`src/rtl/fetch_stage.sv`:
```
// fetch_stage
//   Instruction-fetch stage. Holds the PC, looks it up in a small
//   direct-mapped instruction cache and hands one instruction per cycle to
//   decode. On a miss, one full line is requested from memory, installed,
//   and the access is replayed once memory acknowledges the fill.
//
// Ports
//   clk             : clock, all state changes on the rising edge
//   reset           : synchronous, active-high
//   PCbranch        : redirect target (bits [1:0] are ignored)
//   branch_hit      : load the PC from PCbranch (qualified by wrt_en)
//   wrt_en          : PC write enable, 0 stalls the PC
//   instr_from_mem  : fill line, word 0 in the least significant bits
//   mem_data_rdy    : instr_from_mem is valid (used only while requesting)
//   data_filled_ack : memory has retired the request (used only after fill)
//   PCnext          : value the PC takes at the next edge
//   instruction     : fetched instruction, 0 while not hitting
//   reqI_mem        : line request to memory
//   reqAddrI_mem    : line-aligned request address
module fetch_stage #(
    parameter int VIRT_ADDR_WIDTH             = 32,
    parameter int ICACHE_LINE_WIDTH           = 128,
    parameter int MEM_ADDRESS_LEN             = 32,
    parameter int ICACHE_LINES                = 4,
    parameter logic [VIRT_ADDR_WIDTH-1:0] RESET_PC = 32'h0000_1000
) (
    input  logic                         clk,
    input  logic                         reset,
    input  logic [VIRT_ADDR_WIDTH-1:0]   PCbranch,
    input  logic                         branch_hit,
    input  logic                         wrt_en,
    input  logic [ICACHE_LINE_WIDTH-1:0] instr_from_mem,
    input  logic                         mem_data_rdy,
    input  logic                         data_filled_ack,
    output logic [VIRT_ADDR_WIDTH-1:0]   PCnext,
    output logic [VIRT_ADDR_WIDTH-1:0]   instruction,
    output logic                         reqI_mem,
    output logic [MEM_ADDRESS_LEN-1:0]   reqAddrI_mem
);

    localparam int WORD_W    = VIRT_ADDR_WIDTH;
    localparam int WORDS     = ICACHE_LINE_WIDTH / WORD_W;
    localparam int WORD_BITS = $clog2(WORDS);
    localparam int OFF_BITS  = WORD_BITS + 2;
    localparam int IDX_BITS  = $clog2(ICACHE_LINES);
    localparam int TAG_LSB   = OFF_BITS + IDX_BITS;
    localparam int TAG_W     = VIRT_ADDR_WIDTH - TAG_LSB;

    // Word alignment for loaded PCs and line alignment for miss addresses.
    localparam logic [VIRT_ADDR_WIDTH-1:0] WORD_MASK =
        {{(VIRT_ADDR_WIDTH-2){1'b1}}, 2'b00};
    localparam logic [VIRT_ADDR_WIDTH-1:0] LINE_MASK =
        {{(VIRT_ADDR_WIDTH-OFF_BITS){1'b1}}, {OFF_BITS{1'b0}}};
    localparam logic [VIRT_ADDR_WIDTH-1:0] PC_STEP = VIRT_ADDR_WIDTH'(4);

    typedef enum logic [1:0] {
        ST_RUN      = 2'd0,
        ST_MISS     = 2'd1,
        ST_WAIT_ACK = 2'd2
    } state_t;

    state_t                       state_reg, state_next;
    logic [VIRT_ADDR_WIDTH-1:0]   pc_reg, pc_next;
    logic [VIRT_ADDR_WIDTH-1:0]   miss_addr_reg, miss_addr_next;

    logic                         valid_reg [ICACHE_LINES];
    logic [TAG_W-1:0]             tag_reg   [ICACHE_LINES];
    logic [ICACHE_LINE_WIDTH-1:0] data_reg  [ICACHE_LINES];

    logic [IDX_BITS-1:0]          pc_index;
    logic [TAG_W-1:0]             pc_tag;
    logic [WORD_BITS-1:0]         pc_word;
    logic [IDX_BITS-1:0]          fill_index;
    logic [TAG_W-1:0]             fill_tag;
    logic                         hit;
    logic                         fill_en;
    logic                         redirect;
    logic [WORD_W-1:0]            line_words [WORDS];

    assign pc_index   = pc_reg[TAG_LSB-1:OFF_BITS];
    assign pc_tag     = pc_reg[VIRT_ADDR_WIDTH-1:TAG_LSB];
    assign pc_word    = pc_reg[OFF_BITS-1:2];
    assign fill_index = miss_addr_reg[TAG_LSB-1:OFF_BITS];
    assign fill_tag   = miss_addr_reg[VIRT_ADDR_WIDTH-1:TAG_LSB];

    assign hit      = valid_reg[pc_index] && (tag_reg[pc_index] == pc_tag);
    assign redirect = branch_hit && wrt_en;

    // Split the indexed line into words for the combinational word select.
    generate
        for (genvar gi = 0; gi < WORDS; gi++) begin : g_word
            assign line_words[gi] = data_reg[pc_index][gi*WORD_W +: WORD_W];
        end
    endgenerate

    // ------------------------------------------------------------------
    // FSM: state register
    // ------------------------------------------------------------------
    always_ff @(posedge clk) begin
        if (reset) begin
            state_reg <= ST_RUN;
        end else begin
            state_reg <= state_next;
        end
    end

    // ------------------------------------------------------------------
    // FSM: next state
    // ------------------------------------------------------------------
    always_comb begin
        state_next = state_reg;
        case (state_reg)
            ST_RUN:      if (!hit)            state_next = ST_MISS;
            ST_MISS:     if (mem_data_rdy)    state_next = ST_WAIT_ACK;
            ST_WAIT_ACK: if (data_filled_ack) state_next = ST_RUN;
            default:                          state_next = ST_RUN;
        endcase
    end

    // ------------------------------------------------------------------
    // FSM: outputs
    // ------------------------------------------------------------------
    always_comb begin
        reqI_mem    = 1'b0;
        instruction = '0;
        fill_en     = 1'b0;
        case (state_reg)
            ST_RUN:  if (hit) instruction = line_words[pc_word];
            ST_MISS: begin
                reqI_mem = 1'b1;
                fill_en  = mem_data_rdy;
            end
            default: ;
        endcase
    end

    // ------------------------------------------------------------------
    // PC and miss address
    // ------------------------------------------------------------------
    always_comb begin
        // A qualified redirect wins in every state; the PC otherwise only
        // advances on a hit, so a miss replays the same address.
        pc_next = pc_reg;
        if (redirect) begin
            pc_next = PCbranch & WORD_MASK;
        end else if (state_reg == ST_RUN && hit && wrt_en) begin
            pc_next = pc_reg + PC_STEP;
        end

        miss_addr_next = miss_addr_reg;
        if (state_reg == ST_RUN && !hit) begin
            miss_addr_next = pc_reg & LINE_MASK;
        end
    end

    always_ff @(posedge clk) begin
        if (reset) begin
            pc_reg        <= RESET_PC & WORD_MASK;
            miss_addr_reg <= '0;
        end else begin
            pc_reg        <= pc_next;
            miss_addr_reg <= miss_addr_next;
        end
    end

    assign PCnext = pc_next;

    generate
        if (MEM_ADDRESS_LEN <= VIRT_ADDR_WIDTH) begin : g_addr_narrow
            assign reqAddrI_mem = miss_addr_reg[MEM_ADDRESS_LEN-1:0];
        end else begin : g_addr_wide
            assign reqAddrI_mem = {{(MEM_ADDRESS_LEN-VIRT_ADDR_WIDTH){1'b0}},
                                   miss_addr_reg};
        end
    endgenerate

    // ------------------------------------------------------------------
    // Cache storage: one register set per line, written only by a fill
    // into the line latched at miss time.
    // ------------------------------------------------------------------
    generate
        for (genvar gi = 0; gi < ICACHE_LINES; gi++) begin : g_line
            always_ff @(posedge clk) begin
                if (reset) begin
                    valid_reg[gi] <= 1'b0;
                end else if (fill_en && fill_index == IDX_BITS'(gi)) begin
                    valid_reg[gi] <= 1'b1;
                end
            end

            always_ff @(posedge clk) begin
                if (fill_en && fill_index == IDX_BITS'(gi)) begin
                    tag_reg[gi]  <= fill_tag;
                    data_reg[gi] <= instr_from_mem;
                end
            end
        end
    endgenerate

endmodule

```
`config.mk`:
```
export PLATFORM = sky130hd
export DESIGN_NAME = fetch_stage
export DESIGN_NICKNAME = d
export VERILOG_FILES = /design/src/rtl/fetch_stage.sv
export SDC_FILE = /design/constraint.sdc
export NUM_CORES = 1
export LEC_CHECK = 0
export ABC_AREA = 0
export BUFFER_PORTS_ARGS = -buffer_cell sky130_fd_sc_hd__buf_2
export CAP_MARGIN = 20
export CORE_MARGIN = 2
export CORE_UTILIZATION = 59
export CTS_BUF_LIST = sky130_fd_sc_hd__clkbuf_16
export DETAILED_ROUTE_END_ITERATION = 7
export GPL_ROUTABILITY_DRIVEN = 0
export GPL_TIMING_DRIVEN = 1
export PLACE_DENSITY_LB_ADDON = 0.3
export SKIP_LAST_GASP = 1
export SLEW_MARGIN = 5
export SYNTH_ARGS = -nofsm -noshare
export SYNTH_HDL_FRONTEND = slang
export SYNTH_SLANG_ARGS = --single-unit
```
`constraint.sdc`:
```
create_clock -name clk -period 20.5 [get_ports clk]
set_clock_uncertainty 0.05 [all_clocks]
set_input_delay 4.1 -clock clk [delete_from_list [all_inputs] [get_ports clk]]
set_output_delay 4.1 -clock clk [all_outputs]
set_load 0.05 [all_outputs]
```
**Yosys cells after proc, flatten, opt, wreduce, memory -nomap -nowiden**

Memories as Yosys holds them, arrays and structs flattened. A register that Yosys moved wholly into a read port is not among the register bits.
Cells that the tools add are included.

- Equality and inequality tests: 9
- $lt $le $gt $ge: 1
- Reduce and logical (&&, ||, !) cells: 19
- Multiplexer cells: 56
- Bitwise logic cells: 5
- Add/subtract/negate cells: 1

Operators by type and width:

| cell | number |
|---|---|
| $mux 128 | 3 |
| $reduce_or 128->1 | 3 |
| $mux 32 | 6 |
| $mux 26 | 3 |
| $reduce_or 26->1 | 3 |
| $bmux 32 s2 | 1 |
| $add 32x3->32 const B | 1 |
| $mux 1 | 30 |
| $eq 26x26->1 | 1 |
| $mux 2 | 12 |
| $logic_and 1x1->1 | 9 |
| $eq 2x2->1 const B | 3 |
| $ne 2x2->1 const B | 3 |
| $pmux 2 s3 | 1 |
| $eq 2x1->1 const B | 2 |
| $logic_not 2->1 | 2 |
| $or 1x1->1 | 4 |
| $ge 3x3->1 const B | 1 |
| $not 2->3 | 1 |
| $reduce_and 3->1 | 1 |
| $logic_not 1->1 | 1 |

- Register bits after elaboration: 62
- Output and inout bits: 97
- Memories: 3
- Input port bits: 166
- Memory bits (writable): 620
- Word-level logic and storage cells: 97

Memories:

| name | depth | bits a word | rd ports | clocked after memory_dff | wr ports | line | source |
|---|---|---|---|---|---|---|---|
| data_reg | 4 | 128 | 1 | 1 | 1 | 68 | `logic [ICACHE_LINE_WIDTH-1:0] data_reg [ICACHE_LINES];` |
| tag_reg | 4 | 26 | 1 | 1 | 1 | 67 | `logic [TAG_W-1:0] tag_reg [ICACHE_LINES];` |
| valid_reg | 4 | 1 | 1 | 1 | 4 | 66 | `logic valid_reg [ICACHE_LINES];` |

**Logic depth before layout (Yosys ltp)**

- Depth after elaboration: 9
- Gate-level depth with buffers: 14
- Gate-level depth less buffers: 8

**Worst setup path after synthesis**

OpenSTA, ideal clock, no wires.

- Path kind: input to register
- From: input port mem_data_rdy
- To: memory data_reg[2][0] (enable)
- Buffers on the path: 0
- Stages: 2
- Library setup time: 0.895 ns
- Slack: 4.134 ns
- Data required time: 19.555 ns
- Data arrival time: 15.421 ns
- Cells stage by stage: nand2_1 > nor3b_1

- Cells in the longest elaborated chain, start to end: 8
- Elaborated cells between the ends (all ways): 22
- Those cells by class: mux: 15; reduce/logical: 7

RTL lines:

| item | line | source |
|---|---|---|
| from (decl) | 33 | `input logic mem_data_rdy,` |
| $mux 1 * | 127 | `case (state_reg)` |
| $logic_and 1x1->1 | 192 | `if (fill_en && fill_index == IDX_BITS'(gi)) begin` |
| $mux 1 | 192 |  |
| $mux 1 (not written as such) | 194 | `data_reg[gi] <= instr_from_mem;` |
| $reduce_or 128->1 (no source line) | -- |  |
| $mux 2 (no source line) or $mux 1 (tied branches) (3 in a row) | -- |  |
| to (decl) | 68 |  |

Every way passes the cells marked *; elsewhere a longest branch is shown, timed or not.

**Final worst setup path**

- From: input port wrt_en
- To: output port PCnext[3]

- Cells in the longest elaborated chain, start to end: 3
- Elaborated cells between the ends (all ways): 4
- Those cells by class: mux: 2; reduce/logical: 2

RTL lines:

| item | line | source |
|---|---|---|
| from (decl) | 31 | `input logic wrt_en,` |
| $logic_and 1x1->1 | 146 | `end else if (state_reg == ST_RUN && hit && wrt_en) begin` |
| $mux 32 | 146 |  |
| $mux 32 * | 144 | `if (redirect) begin` |
| to (decl) | 35 | `output logic [VIRT_ADDR_WIDTH-1:0] PCnext,` |

Marked as above.

==> results.txt <==
- Outcome: completed
* Proportion of synthesized flip-flops having asynchronous set or reset: 0
* CP endpoint kind: output port
- Largest net degree at the start of global routing: 156
* Class of the most critical setup path: in -> out
* Number of hold violations in the final report: 0
* Wirelength per Cell: 25.46 um
- The number of cells on the worst reg-to-reg path is 10.
* Cts-stage hold buffer count: 0
- Static Leakage: roughly 10 nW
* Setup repair after global routing missed its margin: false
- In this run the count of I/O pins placed on the die edge is 263.
* Wire length of the first global-routing pass: between 80000 and 90000 um
* Top cell type by total area after synthesis: sky130_fd_sc_hd__edfxtp_1
* Number of buffers inserted during clock tree synthesis: 67
* Top cells by instance count after synthesis: 619 x sky130_fd_sc_hd__edfxtp_1, 171 x sky130_fd_sc_hd__mux4_2, 80 x sky130_fd_sc_hd__nor2_1, 65 x sky130_fd_sc_hd__clkbuf_1, 63 x sky130_fd_sc_hd__dfxtp_1
- Starting utilization of the core area: 0.5986
- Ordered cell list for the critical path: buf_2, and2_1, nand3_4, nor2_1, nand2_1, a31oi_1, buf_2
- Worst IR drop on VDD: 0.07691 mV
- Yosys mapped a number of flops with a built-in enable equal to around 620.
* All-Layer GR Usage: 0.2534
- The floorplan step defined a die boundary enclosing between 0.04 and 0.05 sq mm.
* Number of sinks on the clock net: 682
- Cell area after synthesis: 0.02722 sq mm
- In this design, the largest share of critical-path delay is due to simple AND/OR/NAND/NOR gates.
* Overall Power: 2.970 mW
- In the final routing, the length of wire on met1 measures around 22000 um.
- Core region area: between 0.04 and 0.05 sq mm
- Clock latency reported for the late side of the worst-skew pair: 600 ps
- Most repeated cell in the gate-level netlist after synthesis: sky130_fd_sc_hd__edfxtp_1
- Counting the fill cells in the layout gives 2921.
* Post-CTS Setup Repair Bufs: 0
- Across the run, the number of max-cap violations was 0.
- After clock tree synthesis, the clock-pin slew on the worst setup and hold paths is 60 ps.
* Clock period minus final worst setup slack: 10230 ps
- Measured against its own limit, the worst slew margin works out to 0.2731.
* Power Dens Cells: approximately 95 mW/mm^2
- Met3 wirelength from detailed routing: 4680 um
- Final-stage net count: around 1.8k
- Startpoint of the worst-slack reg-to-reg timing path: pc_reg[5]
- Final Cycle Share: 0.4988
* Highest Clock Rate: 97.79 MHz
- Measured along the y axis, the die boundary spans ~220 um.
- Flip-flop count of the largest register, all copies and words added: 512
- GR Overflow Total: 0
- Starting DRC count in detailed routing: 1258
* Antenna-violating nets left: 0
* Critical path arrival: 6080 ps
- Setup violations remaining at the end of the flow were counted as 0.
- The floorplan step set the die width to 218.8 um.
- The share of synthesized area in the top cell type comes to 0.6828.
- The detailed router placed 14.32k vias in this run.
* CTS Buffer Depth: 3
- In the post-synthesis netlist, the biggest area contributors are sky130_fd_sc_hd__edfxtp_1 68%, sky130_fd_sc_hd__mux4_2 14%, sky130_fd_sc_hd__dfxtp_1 4.6%.
- The routed design uses approximately 30000 um of met2 wire.
- Yosys Warn Count: 0
* Sink of the worst hold path: valid_reg[2]
- In this design, the critical path's most frequently occurring cell is sky130_fd_sc_hd__buf_2.
* Clock tree from TritonCTS: yes
- HPWL after DPL: 33800 um
* Number of gates resized after CTS: 0
- Largest fanout on the critical path: 17
- After detailed routing, the total wire length is 58930 um.
* CTS H-tree lvls: 3
- For the pin with the worst max-slew slack, the measured transition is 1090 ps.
* Top_reg_cell synth: sky130_fd_sc_hd__edfxtp_1
* Yosys reg bits: 682
- Number of optimization iterations in the first detailed-route pass: 5
- Worst hold path class: reg -> reg
* CP peak stage delay: 450 ps
- Synthesis handed over a netlist of 1408 instances.
* Root Buffer Master: sky130_fd_sc_hd__clkbuf_16
* Fraction of final layout cells with drive strength greater than 1: 0.3349
- I/O Buffers: 256
- Antenna violations before repair: 17
* Max-slew violations: 0
- Critical path data required time: between 15000 and 20000 ps
- The highest layer touched by signal routing is met5.
- Synthesis instantiated 62 different standard cells from the library.
- Reg-to-reg setup timing slack: 15430 ps
- Instance count on the critical path: 7
- The worst register-to-register path ends at reqAddrI_mem[6].
- Area Overhead vs Synth: 14.53%
- Number of buffers and inverters on the critical path: 2
- In this run the most critical hold path is launched from valid_reg[2].
- Vias per cell: 6.187
- Portion of the post-synthesis area used by sequential elements: 0.7291
* Cell at the slowest stage of the critical path: sky130_fd_sc_hd__nor2_1
* Site row count: 78
- For this run, design rule violations remaining after detail routing come to 0.
- Averaged over all synthesized cells, the footprint is 19.34 sq um.
- Number of cells traversed by the worst hold path: 2
- Post-Route Setup TNS: 0 ps
- The worst setup path is launched from a primary input.
- The number of global-route vias before repair is 14.80k.
[metrics by stage]
stage / instance area [sq um] / worst slack [ps] / std cells / hold slack, ps / util
floorplan: 27240 / 4134 / 1411 / 384.8 / -
global placement: 29030 / 10370 / 2192 / 401.2 / 0.6384
detailed placement: 29030 / 10310 / 2192 / 430.9 / 0.6384
CTS: 31140 / 10300 / 2310 / 441.0 / 0.6848
global route: 31170 / 10180 / 2312 / 481.3 / 0.6854
finish: 31180 / 10270 / 2315 / 437.0 / 0.6856
[power breakdown]
| group | switching [mW] | total (mW) | internal, mW | leakage [nW] |
|---|---|---|---|---|
| logic | 0.132 | 0.223 | 0.0911 | 3.18 |
| clock network | 0.503 | 1.18 | 0.676 | 1.08 |
| registers | 0.0220 | 1.57 | 1.55 | 6.15 |
| total | 0.657 | 2.97 | 2.31 | 10.4 |
[area by class of cell]
| type | instances | area, sq um | share of cell area |
|---|---|---|---|
| Tap cell | 600 | 750.7 | 0.02408 |
| Sequential cell | 682 | 19860 | 0.6369 |
| Multi-Input combinational cell | 622 | 6915 | 0.2218 |
| Antenna cell | 4 | 10.01 | 0.0003210 |
| Clock inverter | 49 | 382.9 | 0.01228 |
| Timing Repair Buffer | 276 | 1476 | 0.04735 |
| Clock buffer | 69 | 1727 | 0.05538 |
| Inverter | 13 | 58.81 | 0.001886 |
[how the worst max path moves through the flow]
stage                     slack, ps         start        endpoint
final                         10270        wrt_en       PCnext[3]
after global routing          10180        wrt_en       PCnext[3]
after CTS                     10300        wrt_en       PCnext[3]
after detailed placement      10310        wrt_en       PCnext[3]
after global placement        10370        wrt_en       PCnext[4]
after floorplan                4130  mem_data_rdy  data_reg[2][0]
[worst reg2reg max path: stages (launching register included)]
cell and delay (ps):
sky130_fd_sc_hd__dfxtp_4 650, sky130_fd_sc_hd__buf_4 910, sky130_fd_sc_hd__buf_4 890, sky130_fd_sc_hd__or3_1 340, sky130_fd_sc_hd__nor4b_1 250, sky130_fd_sc_hd__nor4bb_1 430
sky130_fd_sc_hd__nand4_1 350, sky130_fd_sc_hd__o21ai_4 230, sky130_fd_sc_hd__buf_4 500, sky130_fd_sc_hd__mux2i_1 280, sky130_fd_sc_hd__nor2_1 50
[cell usage in the layout, fill, tap and decap left out, types with 4 or more instances in the layout]
cell and n:
sky130_fd_sc_hd__edfxtp_1 619, sky130_fd_sc_hd__buf_2 256, sky130_fd_sc_hd__mux4_2 171, sky130_fd_sc_hd__nor2_1 78, sky130_fd_sc_hd__clkbuf_16 69, sky130_fd_sc_hd__mux2i_1 59, sky130_fd_sc_hd__dfxtp_1 59, sky130_fd_sc_hd__and3_1 34
sky130_fd_sc_hd__xnor2_1 33, sky130_fd_sc_hd__nand2_1 29, sky130_fd_sc_hd__a21oi_1 27, sky130_fd_sc_hd__inv_1 25, sky130_fd_sc_hd__nor3_1 25, sky130_fd_sc_hd__a211oi_1 21, sky130_fd_sc_hd__buf_4 17, sky130_fd_sc_hd__nand3_1 15
sky130_fd_sc_hd__nand4_1 14, sky130_fd_sc_hd__clkinv_1 14, sky130_fd_sc_hd__nor4_1 11, sky130_fd_sc_hd__clkinv_2 8, sky130_fd_sc_hd__mux2_2 7, sky130_fd_sc_hd__nor4_2 7, sky130_fd_sc_hd__or3_1 6, sky130_fd_sc_hd__nor2b_1 5
sky130_fd_sc_hd__nand2b_1 5, sky130_fd_sc_hd__nor3_2 5, sky130_fd_sc_hd__bufinv_16 5, sky130_fd_sc_hd__diode_2 4, sky130_fd_sc_hd__xor2_1 4, sky130_fd_sc_hd__o21ai_0 4, sky130_fd_sc_hd__and2_1 4, sky130_fd_sc_hd__inv_6 4
sky130_fd_sc_hd__conb_1 4, sky130_fd_sc_hd__clkinvlp_4 4
[cell families after synthesis]
family / Yosys count / synth area share
xor gates and xnor gates: 37 / 0.01190
buffers and inverters: 107 / 0.01875
and+or+nand+nor: 253 / 0.04959
muxes: 239 / 0.1671
DFF: 682 / 0.7291
adders and majority gates: 1 / 0.0004595
other: 1 / 0.0001377
AOI/OAI and AO/OA: 88 / 0.02293
[metal layers]
metal / global-route usage / vias up
met1: 0.3342 / 7281
met2: 0.4117 / 615
met3: 0.06570 / 151
met5: 0 / -
li1: - / 6252
met4: 0.09482 / 24
Power figures use the tool's default switching activity.
